### src/rtl/cpu_pkg.sv
// Shared pipeline definitions for the rv32im core: register index width and
// the EX-stage operand forwarding select encoding.
package cpu_pkg;

   localparam int unsigned REG_ADDR_W = 5;

   typedef enum logic [1:0] {
      FWD_NONE = 2'b00,
      FWD_WB   = 2'b01,
      FWD_MEM  = 2'b10
   } fwd_sel_t;

endpackage

### src/rtl/ex_forwarding_unit_fwd_select.sv
// Single-operand forwarding comparator: picks the youngest in-flight producer
// of rs, never forwarding x0.
module fwd_select #(
   parameter int unsigned REG_ADDR_W = cpu_pkg::REG_ADDR_W
) (
   input  logic [REG_ADDR_W-1:0] rs,
   input  logic [REG_ADDR_W-1:0] MEM_rd,
   input  logic                  MEM_regwrite,
   input  logic [REG_ADDR_W-1:0] WB_rd,
   input  logic                  WB_regwrite,
   output cpu_pkg::fwd_sel_t     sel
);
   import cpu_pkg::*;

   always_comb begin
      sel = FWD_NONE;
      if (MEM_regwrite && (MEM_rd != '0) && (MEM_rd == rs)) begin
         sel = FWD_MEM;
      end else if (WB_regwrite && (WB_rd != '0) && (WB_rd == rs)) begin
         sel = FWD_WB;
      end
   end

endmodule

### src/rtl/ex_forwarding_unit.sv
// EX-stage forwarding unit: combinational ALU operand selects plus
// clocked hazard-statistics counters for performance debug.
module ex_forwarding_unit #(
   parameter int unsigned REG_ADDR_W = cpu_pkg::REG_ADDR_W,
   parameter int unsigned CNT_W      = 32
) (
   input  logic                  clk,
   input  logic                  rst_n,
   input  logic [REG_ADDR_W-1:0] EX_rs1,
   input  logic [REG_ADDR_W-1:0] EX_rs2,
   input  logic [REG_ADDR_W-1:0] MEM_rd,
   input  logic                  MEM_regwrite,
   input  logic [REG_ADDR_W-1:0] WB_rd,
   input  logic                  WB_regwrite,
   input  logic                  count_en,
   input  logic                  count_clr,
   output logic [1:0]            forwardA,
   output logic [1:0]            forwardB,
   output logic [CNT_W-1:0]      fwd_mem_cnt,
   output logic [CNT_W-1:0]      fwd_wb_cnt
);
   import cpu_pkg::*;

   fwd_sel_t   sel_a;
   fwd_sel_t   sel_b;
   logic [1:0] mem_inc;
   logic [1:0] wb_inc;

   fwd_select #(.REG_ADDR_W(REG_ADDR_W)) u_fwd_a (
      .rs           (EX_rs1),
      .MEM_rd       (MEM_rd),
      .MEM_regwrite (MEM_regwrite),
      .WB_rd        (WB_rd),
      .WB_regwrite  (WB_regwrite),
      .sel          (sel_a)
   );

   fwd_select #(.REG_ADDR_W(REG_ADDR_W)) u_fwd_b (
      .rs           (EX_rs2),
      .MEM_rd       (MEM_rd),
      .MEM_regwrite (MEM_regwrite),
      .WB_rd        (WB_rd),
      .WB_regwrite  (WB_regwrite),
      .sel          (sel_b)
   );

   assign forwardA = sel_a;
   assign forwardB = sel_b;

   // Each operand contributes at most one forward per cycle, so 0..2 per stage.
   always_comb begin
      mem_inc = {1'b0, sel_a == FWD_MEM} + {1'b0, sel_b == FWD_MEM};
      wb_inc  = {1'b0, sel_a == FWD_WB}  + {1'b0, sel_b == FWD_WB};
   end

   always_ff @(posedge clk or negedge rst_n) begin
      if (!rst_n) begin
         fwd_mem_cnt <= '0;
         fwd_wb_cnt  <= '0;
      end else if (count_clr) begin
         fwd_mem_cnt <= '0;
         fwd_wb_cnt  <= '0;
      end else if (count_en) begin
         fwd_mem_cnt <= fwd_mem_cnt + CNT_W'(mem_inc);
         fwd_wb_cnt  <= fwd_wb_cnt + CNT_W'(wb_inc);
      end
   end

endmodule

### config.mk
export PLATFORM = sky130hd
export DESIGN_NAME = ex_forwarding_unit
export DESIGN_NICKNAME = d
export VERILOG_FILES = /design/src/rtl/cpu_pkg.sv /design/src/rtl/ex_forwarding_unit_fwd_select.sv /design/src/rtl/ex_forwarding_unit.sv
export SDC_FILE = /design/constraint.sdc
export NUM_CORES = 1
export LEC_CHECK = 0
export BUFFER_PORTS_ARGS = -buffer_cell sky130_fd_sc_hd__buf_2
export CORE_MARGIN = 5
export CORE_UTILIZATION = 58
export DETAILED_ROUTE_END_ITERATION = 10
export PLACE_DENSITY = 0.86
export RECOVER_POWER = 25
export SETUP_SLACK_MARGIN = 0.4
export SLEW_MARGIN = 20
export SYNTH_ARGS = -nofsm -noshare
export SYNTH_HDL_FRONTEND = slang
export SYNTH_SLANG_ARGS = --single-unit
### constraint.sdc
create_clock -name clk -period 6.6 [get_ports clk]
set_input_delay 1.32 -clock clk [delete_from_list [all_inputs] [get_ports clk]]
set_output_delay 1.32 -clock clk [all_outputs]
set_load 0.005 [all_outputs]
==> results of run 1 <==
power by group through the flow:
stage          Sequential (µW)  Combinational [µW]  Clock [µW]
2_1_floorplan              401                26.7           0
5_1_grt                    394                58.4         399
3_3_place_gp               401                50.7           0
3_5_place_dp               401                52.7           0
4_1_cts                    394                52.7         378
6_report                   394                51.5         370
cell usage in the layout (no fill, tap or decap), types with 9 or more instances in the layout:
cell type / n
buf_2: 93
dfrtp_1: 64
nor2_1: 45
nand3_1: 24
xnor2_1: 20
xor2_1: 20
a21oi_1: 20
nor2b_1: 20
mux2_2: 20
nor4_1: 19
nand2_1: 18
nand4_1: 18
inv_1: 16
or4_1: 14
o21ai_0: 13
or3_1: 11
o31ai_1: 9
clkbuf_8: 9
worst max-delay path, cell delays in order:
cell and delay, ns:
buf_2 0.12, or4_1 0.50, o21ai_0 0.22, nor4_1 0.14
or4_1 0.56, fa_1 0.49, nand3b_1 0.18, or4_1 0.73
nor4_1 0.37, mux2_2 0.37
per-layer routing:
metal / part of all wire / wire [µm] / vias up / GRT usage
met4: 0.021 / 183 / 0 / 0.08561
met5: 0 / 0 / - / 0
met1: 0.43 / 3766 / 1635 / 0.2770
li1: - / - / 1628 / -
met3: 0.062 / 542 / 20 / 0.05259
met2: 0.49 / 4254 / 115 / 0.3610
cells in the mapped netlist (2+ instances only):
| library cell | n | area [µm²] |
|---|---|---|
| nand4_1 | 18 | 112.6 |
| ha_1 | 2 | 25.02 |
| o31ai_1 | 9 | 67.56 |
| xor2_1 | 20 | 175.2 |
| or2_2 | 2 | 12.51 |
| mux2_2 | 20 | 225.2 |
| or4_1 | 14 | 105.1 |
| or3_1 | 11 | 68.82 |
| nand3_1 | 24 | 120.1 |
| xnor2_1 | 20 | 175.2 |
| nor2b_1 | 20 | 125.1 |
| dfrtp_1 | 64 | 1602 |
| a21oi_1 | 20 | 100.1 |
| a211oi_1 | 2 | 15.01 |
| nand2_1 | 18 | 67.56 |
| nor3_1 | 5 | 25.02 |
| nor2_1 | 45 | 168.9 |
| o21ai_0 | 13 | 65.06 |
| buf_2 | 2 | 10.01 |
| inv_1 | 16 | 60.06 |
| nor4_1 | 19 | 118.9 |
| and4_1 | 6 | 52.55 |
| mux2i_1 | 2 | 20.02 |
| and3_1 | 4 | 25.02 |
| fa_1 | 2 | 40.04 |
| and2_1 | 3 | 18.77 |
| buf_1 | 4 | 15.01 |
| clkbuf_1 | 12 | 45.04 |
path summary, 6_finish.rpt:
kind | start | endpoint | depth (start not counted)
min in group asynchronous | rst_n | fwd_wb_cnt[18] | 2
min reg2reg | fwd_mem_cnt[8] | fwd_mem_cnt[8] | 2
max | MEM_rd[1] | fwd_wb_cnt[29] | 10
min | fwd_mem_cnt[8] | fwd_mem_cnt[8] | 2
max in group asynchronous | rst_n | fwd_wb_cnt[14] | 2
max reg2reg | fwd_mem_cnt[0] | fwd_mem_cnt[26] | 7
state kept, by name (all words and copies together), names as in the netlist:
name	count
fwd_wb_cnt	32
fwd_mem_cnt	32
cells by family (layout without fill, tap and decap cells):
group / Yosys count / after routing / synth area share
adder cells (fa/ha/maj): 4 / 4 / 0.01745
buffers and inverters: 35 / 127 / 0.03691
XOR/XNOR: 40 / 40 / 0.09396
AO/OA/AOI/OAI: 47 / 47 / 0.07282
multiplexers: 22 / 22 / 0.06577
AND/OR/NAND/NOR: 193 / 193 / 0.2836
flip-flops: 64 / 64 / 0.4295
layout make-up:
cell class	count	area, µm²
Inverter	16	60.06
Sequential cell	64	1602
Tap cell	77	96.34
Timing Repair Buffer	95	476.7
Clock buffer	9	123.9
Fill cell	494	1871
Multi-Input combinational cell	306	1989
Clock inverter	7	95.09
per-stage QoR:
step / setup slack, ns / cell area (µm²)
6_report: 1.800 / 4443
5_1_grt: 1.584 / 4443
4_1_cts: 1.810 / 4447
3_5_place_dp: 1.464 / 4228
3_3_place_gp: 1.567 / 4228
2_1_floorplan: 1.891 / 3729
==> results.cfg, run 1 <==
[drt]
drt_iter0_drc = 177
drt_wl_total_mm = 8.746
vias_per_cell = 5.920
firstDrtPassIters = 4
via_count = 3398
ant_nets = 0
drc_errors = 0
post_drt_wl_per_cell_um = 15.24

[critical_path]
reg2reg_slack_ns = 3.81
cp_max_fo = 14
cp-start-kind = input port
required_ns = 6.82
worstPathArrival_ns = 5.02
crit_type = input port to flop
cp-end-kind = flop

[global_routing]
grt_max_degree = 67
grt_usage = 0.2189
grt_overflow = 0
antenna_found_initial = 0
grt_pass1_vias = 3389
grt_pass1_wl_mm = 15.19

[clock_tree]
ctsResizeCount = 0
clock-sinks = 64
cts_setup_buffers = 0
cts_made_buffers = 9
clkLatencyLatePin_ns = 0.34
htree_levels = 3
root_buffer = clkbuf_8
cts_buffer_depth = 2
holdBufCountCts = 0
clk_pin_slew_ns = 0.07
cts_tree = done

[synth]
postSynthCellCount = 405
ys_seq_elements = 64
syn-cell-area_um2 = 3729
synthArstFlopShare = 1.000
syn-num-nets = 435
synth.avg_cell_area_um2 = 9.206
yosysWarnings = 0
ys_types = 36
ys_seq_area_frac = 0.4295
ys.flop_type = dfrtp_1
synth_edf_count = 0

[power]
switchingPower_uw = 190.0
power_frac_comb = 0.063
power_density_nw_per_um2 = 183.4
ir_drop_uv = 195.1
p_total_uw = 814.8
clkPwrFrac = 0.454
leakagePower_uw = 0.002038
intPower_uw = 624.7
swShare = 0.2332
seqPwrFrac = 0.483

[sta]
clock.fmax_ghz = 0.2083
timing.hold.ws_ns = 0.5682
slew_viol_final = 65
skew_ns = 0.006963
rsz0062_at_grt = no
setup_viol = 0
min_period_ns = 4.800
finalSetupTns_ns = 0
slew_headroom = -1.251
finalHoldViolations = 0
period_share = 0.7272
worst_pin_slew_ns = 3.376

[placed_design]
gp_congestion = 0.8722
dp.cells = 558
port_buffers = 93
hpwl_mm = 6.207

[status]
status = finished with violations
violations = capacitance limit, slew limit

[floorplanning]
die_h_um = 90.18
start_util = 0.5906
num_rows = 29
coreArea_um2 = 6314
io_pins = 94
dieArea_um2 = 8132
fp.dieW_um = 90.18

[cells_and_area]
drive_gt1_frac = 0.2676
syn_to_final_growth_pct = 19.16
instances_no_fill = 574
final_core_util = 0.7037
antenna_cells = 0
final_nets = 522

[job]
maxCapViolations = 1

[worst_hold_path]
hold_path_class = flop to flop
(Power assumes the default switching activity.)
==> run 2, diff against run 1 <==
CORE_UTILIZATION = 48   (was 58)
PLACE_DENSITY = 0.76   (was 0.86)
clock period = 4 ns   (was 6.6 ns; I/O delays follow)
==> run 2 against run 1 <==
  * The flow still finishes with violations (capacitance limit, slew limit)
  * Critical endpoint is now fwd_wb_cnt[21]
  * Non-clock buffer count rose by 28
  * Final area rose by 13%
  * Worst hold slack worse by 0.0023 ns
  * Die area rose by 18%
  * Total power is 62% higher
  * First-iteration DRC count decreased by 30%
  * Register-to-register slack lost 2.2 ns
  * Routed wire length is 15% higher
  * Clock power up 54%
==> results.cfg, run 2 (synthesis gave the netlist of run 1 again) <==
[status]
status = finished with violations
violations = capacitance limit, slew limit

[worst_hold_path]
whs_endpoint = fwd_mem_cnt[8]
hold_path_class = flop to flop
min_from = fwd_mem_cnt[8]
worstHoldPathCells = 2

[critical_path]
reg2reg_slack_ns = 1.60
rr_startpoint = fwd_wb_cnt[0]
worstReg2RegEnd = fwd_wb_cnt[21]
worstPathArrival_ns = 4.11
required_ns = 4.27
r2r_cells = 7
cp-start-kind = input port
cp_max_fo = 6
crit_type = input port to flop
cp-end-kind = flop

[drt]
drt_wl_total_mm = 10.04
via_count = 3567
ant_nets = 0
firstDrtPassIters = 4
post_drt_wl_per_cell_um = 15.99
drc_errors = 0
vias_per_cell = 5.680
drt_iter0_drc = 124

[clock_tree]
clk_pin_slew_ns = 0.08
clock-sinks = 64
htree_levels = 3
cts_made_buffers = 9
cts_buffer_depth = 2
cts_tree = done
clkLatencyLatePin_ns = 0.34
root_buffer = clkbuf_8

[global_routing]
grt_pass1_wl_mm = 16.08
grt_usage = 0.2016
grt_overflow = 0
grt_max_degree = 42
grt_pass1_vias = 3426
antenna_found_initial = 0

[cells_and_area]
final_nets = 551
top_regs = fwd_mem_cnt x32, fwd_wb_cnt x32
layout_commonest_cell = buf_2
syn_to_final_growth_pct = 34.80
drive_gt1_frac = 0.3745
antenna_cells = 0
mostFrequentLayoutCells = 90 x buf_2, 64 x dfrtp_1, 45 x nor2_1, 22 x nand3_1, 21 x buf_4

[sta]
clock.fmax_ghz = 0.2601
timing.hold.ws_ns = 0.5660
setup_viol = 0
rsz0062_at_grt = yes
skew_ns = 0.009842
period_share = 0.9610
min_period_ns = 3.844
slew_viol_final = 28
worst_pin_slew_ns = 1.589
finalHoldViolations = 0
slew_headroom = -0.05962

[floorplanning]
start_util = 0.4876
coreArea_um2 = 7647
num_rows = 32
io_pins = 94
die_h_um = 98.14
fp.dieW_um = 98.14
dieArea_um2 = 9630

[power]
power_density_nw_per_um2 = 262.5
p_total_uw = 1319
ir_drop_uv = 134.1
leakagePower_uw = 0.002330

[placed_design]
hpwl_mm = 6.768
gp_congestion = 0.8249
port_buffers = 93

[job]
maxCapViolations = 1
run 2: cell count changes in the layout (fill, tap and decap cells not counted), sizes merged:
cell	before	now
buf	94	121
bufinv	2	1
clkbuf	10	12
clkinv	3	2
clkinvlp	1	2
nand2	18	19
run 2: worst max-delay path by stage:
stage,from,endpoint,depth (start not counted)
3_3_place_gp,MEM_rd[1],fwd_wb_cnt[31],10
5_1_grt,MEM_rd[4],fwd_wb_cnt[21],12
2_1_floorplan,MEM_rd[1],fwd_wb_cnt[25],10
3_5_place_dp,MEM_rd[1],fwd_wb_cnt[31],10
6_report,MEM_rd[4],fwd_wb_cnt[21],12
4_1_cts,MEM_rd[4],fwd_wb_cnt[21],12
run 2: per-layer routing:
| layer | share of wire | up-vias | track usage |
|---|---|---|---|
| met2 | 0.50 | 125 | 0.3377 |
| met4 | 0.018 | 0 | 0.08824 |
| met5 | 0 | - | 0 |
| met1 | 0.42 | 1732 | 0.2527 |
| met3 | 0.064 | 17 | 0.04071 |
| li1 | - | 1693 | - |
run 2: critical path: stages:
cell	delay [ns]
buf_6	0.09
or4_4	0.53
o21ai_4	0.16
buf_6	0.12
nor4_4	0.04
or4_4	0.49
fa_2	0.35
nand3b_1	0.18
or4_4	0.57
buf_6	0.16
or4_4	0.51
a21oi_2	0.12
run 2: through the flow:
step / util / std cells / setup TNS, ns / worst slack, ns / cell area [µm²]
floorplan: - / 405 / -0.01800 / -0.006001 / 3807
global placement: 0.5782 / 595 / -0.9658 / -0.2198 / 4422
detailed placement: 0.5782 / 595 / -2.149 / -0.2991 / 4422
CTS: 0.6314 / 620 / 0 / 0.1367 / 4828
global route: 0.6572 / 628 / 0 / 0.1102 / 5026
finish: 0.6572 / 628 / 0 / 0.1560 / 5026
run 2: timing repair:
action / in CTS / in global routing
resized for setup: 25 / 26
buffers inserted: 9 / 7
pin swaps: 19 / 13
setup endpoints to repair: 17 / 21
hold buffers: 0 / 0
gates cloned: 0 / 1
run 2: area by class of cell:
class | count | area [µm²]
well taps | 102 | 127.6
flip-flops and latches | 64 | 1602
fillers | 633 | 2621
clock buffers | 10 | 137.6
inverters | 16 | 62.56
multi-input cells | 307 | 2291
clock inverters | 6 | 67.56
repair buffers | 123 | 738.2
run 2: power breakdown:
part,switching [µW],internal [µW],total [µW]
Clock,262,307,568
Sequential,1.26,648,649
Combinational,62.3,39.1,101
Total,325,994,1320
==> run 3, diff against run 2 <==
ABC_AREA = 1   (was unset)
CORE_UTILIZATION = 50   (was 48)
PLACE_DENSITY = 0.78   (was 0.76)
==> run 3 against run 2 <==
  * The run still ends with capacitance limit, slew limit left
  * Non-clock buffer count is 27 lower
  * Combinational power decreased by 11%
  * Die area is 6.1% higher
  * Clock-buffer cell count increased by 3
  * Via count increased by 25%
  * Routed wire length grew 15%
  * Core utilization is 5.2 points lower
  * Register-to-register slack improved by 0.05 ns
  * Clock skew up 0.0013 ns
  * First-iteration DRC count is 100% higher
  * Area after synthesis up 11%
  * Final area down 2.1%
  * Critical path type unchanged
  * Largest cell class unchanged
==> results.cfg, run 3 <==
[sta]
clock.fmax_ghz = 0.3309
rsz0062_at_grt = no
finalSetupTns_ns = 0
slew_viol_final = 37
slew_headroom = -0.3457
worst_pin_slew_ns = 2.018
setup_slack_ns = 0.9781
period_share = 0.7555
skew_ns = 0.01117
finalHoldViolations = 0
min_period_ns = 3.022
setup_viol = 0

[drt]
vias_per_cell = 5.297
drt_iter0_drc = 252
via_count = 4460
drc_errors = 0
firstDrtPassIters = 5
ant_nets = 0
drt_wl_total_mm = 11.54
post_drt_wl_per_cell_um = 13.70

[synth]
synthArstFlopShare = 1.000
syn-num-nets = 663
synthXorXnorAreaFrac = 0.04221
ys_seq_elements = 64
synthTopCellsByCount = 172 x nand2_1, 148 x nor2_1, 69 x inv_1
yosys.area.top_type = dfrtp_1
ys_seq_area_frac = 0.3859
ys_types = 27
synth.avg_cell_area_um2 = 6.556
synth_top_cell_area_share = 0.3859
synth_area_leaders = dfrtp_1 39%, nand2_1 16%, nor2_1 13%
synth-compound-area-share = 0.06904
synthAdderAreaFrac = 0.01568
yosysMostFrequentCell = nand2_1
postSynthCellCount = 633
synth_top_family_by_area = simple AND/OR/NAND/NOR gates
synth-simple-area-share = 0.4118
ys.flop_type = dfrtp_1
syn-cell-area_um2 = 4150
synth_edf_count = 0
synthMuxAreaShare = 0
yosysWarnings = 0

[global_routing]
grt_overflow = 0
grt_usage = 0.2310
grt_pass1_vias = 4235
grt_max_degree = 37
grt_pass1_wl_mm = 19.26
antenna_found_initial = 0

[critical_path]
cp_max_fo = 6
required_ns = 4.22
cp-end-kind = flop
worstPathArrival_ns = 3.24
crit_type = input port to flop
cp-start-kind = input port

[clock_tree]
clk_pin_slew_ns = 0.07
htree_levels = 3
cts_buffer_depth = 2
cts_made_buffers = 9
clock-sinks = 64
cts_setup_buffers = 0
cts_tree = done
ctsResizeCount = 0
holdBufCountCts = 0
clkLatencyLatePin_ns = 0.34
root_buffer = clkbuf_8

[status]
status = finished with violations
violations = capacitance limit, slew limit

[placed_design]
gp_congestion = 0.9463
place_worst_setup_slack_ns = 0.6993
port_buffers = 93
place_area_um2 = 4727
hpwl_mm = 8.774

[power]
power_density_nw_per_um2 = 265.7
leakagePower_uw = 0.002427
clkPwrFrac = 0.436
ir_drop_uv = 189.5
switchingPower_uw = 309.1
power_frac_comb = 0.069
intPower_uw = 998.4
seqPwrFrac = 0.495
p_total_uw = 1307
swShare = 0.2364

[floorplanning]
die_h_um = 101.1
num_rows = 33
dieArea_um2 = 10220
fp.dieW_um = 101.1
io_pins = 94
start_util = 0.5102
coreArea_um2 = 8134

[cells_and_area]
finalInstanceArea_um2 = 4921
drive_gt1_frac = 0.1696
final_core_util = 0.6050
syn_to_final_growth_pct = 18.57
antenna_cells = 0
mostFrequentLayoutCells = 172 x nand2_1, 148 x nor2_1, 91 x buf_2, 69 x inv_1, 64 x dfrtp_1
final_nets = 762
top_regs = fwd_mem_cnt x32, fwd_wb_cnt x32
layout_commonest_cell = nand2_1

[worst_hold_path]
hold_path_class = flop to flop

[job]
maxCapViolations = 1
run 3: logic make-up (layout without fill, tap and decap cells):
group / Yosys count / count (layout)
AND/OR/NAND/NOR: 409 / 409
buffers and inverters: 80 / 184
flip-flops: 64 / 64
AO/OA/AOI/OAI: 56 / 56
XOR/XNOR: 20 / 20
adder cells (fa/ha/maj): 4 / 4
run 3: metrics by stage:
step / instances / hold WS, ns
after global routing: 842 / 0.5443
after global placement: 826 / 0.5047
after detailed placement: 826 / 0.5092
final: 842 / 0.5170
after CTS: 842 / 0.5228
after floorplan: 633 / 0.4955
run 3: worst max-delay path: stages:
cell and delay [ns]:
buf_2 0.13, nor2_1 0.11, nand3b_1 0.08, nand2_1 0.06, inv_1 0.04, nand3_1 0.12, inv_1 0.08, nor2_1 0.15
inv_1 0.08, fa_1 0.43, inv_1 0.09, ha_1 0.19, nand3_1 0.13, nor2_2 0.22, nand3_1 0.16, nor2_1 0.16
nand2_1 0.07, nand2_1 0.06, nor2_1 0.07
run 3: worst paths after layout:
path	end	from	slack (ns)	cells past startpoint
max	fwd_wb_cnt[20]	MEM_rd[0]	0.98	19
min reg2reg	fwd_mem_cnt[6]	fwd_mem_cnt[6]	0.52	1
min in group asynchronous	fwd_wb_cnt[11]	rst_n	1.03	1
max in group asynchronous	fwd_mem_cnt[29]	rst_n	1.28	2
min	fwd_mem_cnt[6]	fwd_mem_cnt[6]	0.52	1
max reg2reg	fwd_mem_cnt[14]	fwd_mem_cnt[0]	1.65	10
run 3: power groups by stage:
stage	Clock, µW	Sequential (µW)	Combinational [µW]
floorplan	0	660	45.0
CTS	577	648	91.1
finish	570	648	89.9
detailed placement	0	660	90.7
global placement	0	660	88.5
global route	603	647	101
run 3: metal layers:
layer  global-route usage  part of all wire
met1               0.3108              0.44
met4              0.06953             0.012
met3              0.03391             0.075
met5                    0                 0
met2               0.3863              0.48
run 3: layout make-up:
| type | count | area, µm² |
|---|---|---|
| clock buffer | 13 | 158.9 |
| fill | 756 | 3213 |
| inverter | 72 | 270.3 |
| timing repair buffer | 96 | 483.0 |
| clock inverter | 3 | 40.04 |
| multi-input combinational | 489 | 2236 |
| sequential | 64 | 1602 |
| tap | 105 | 131.4 |
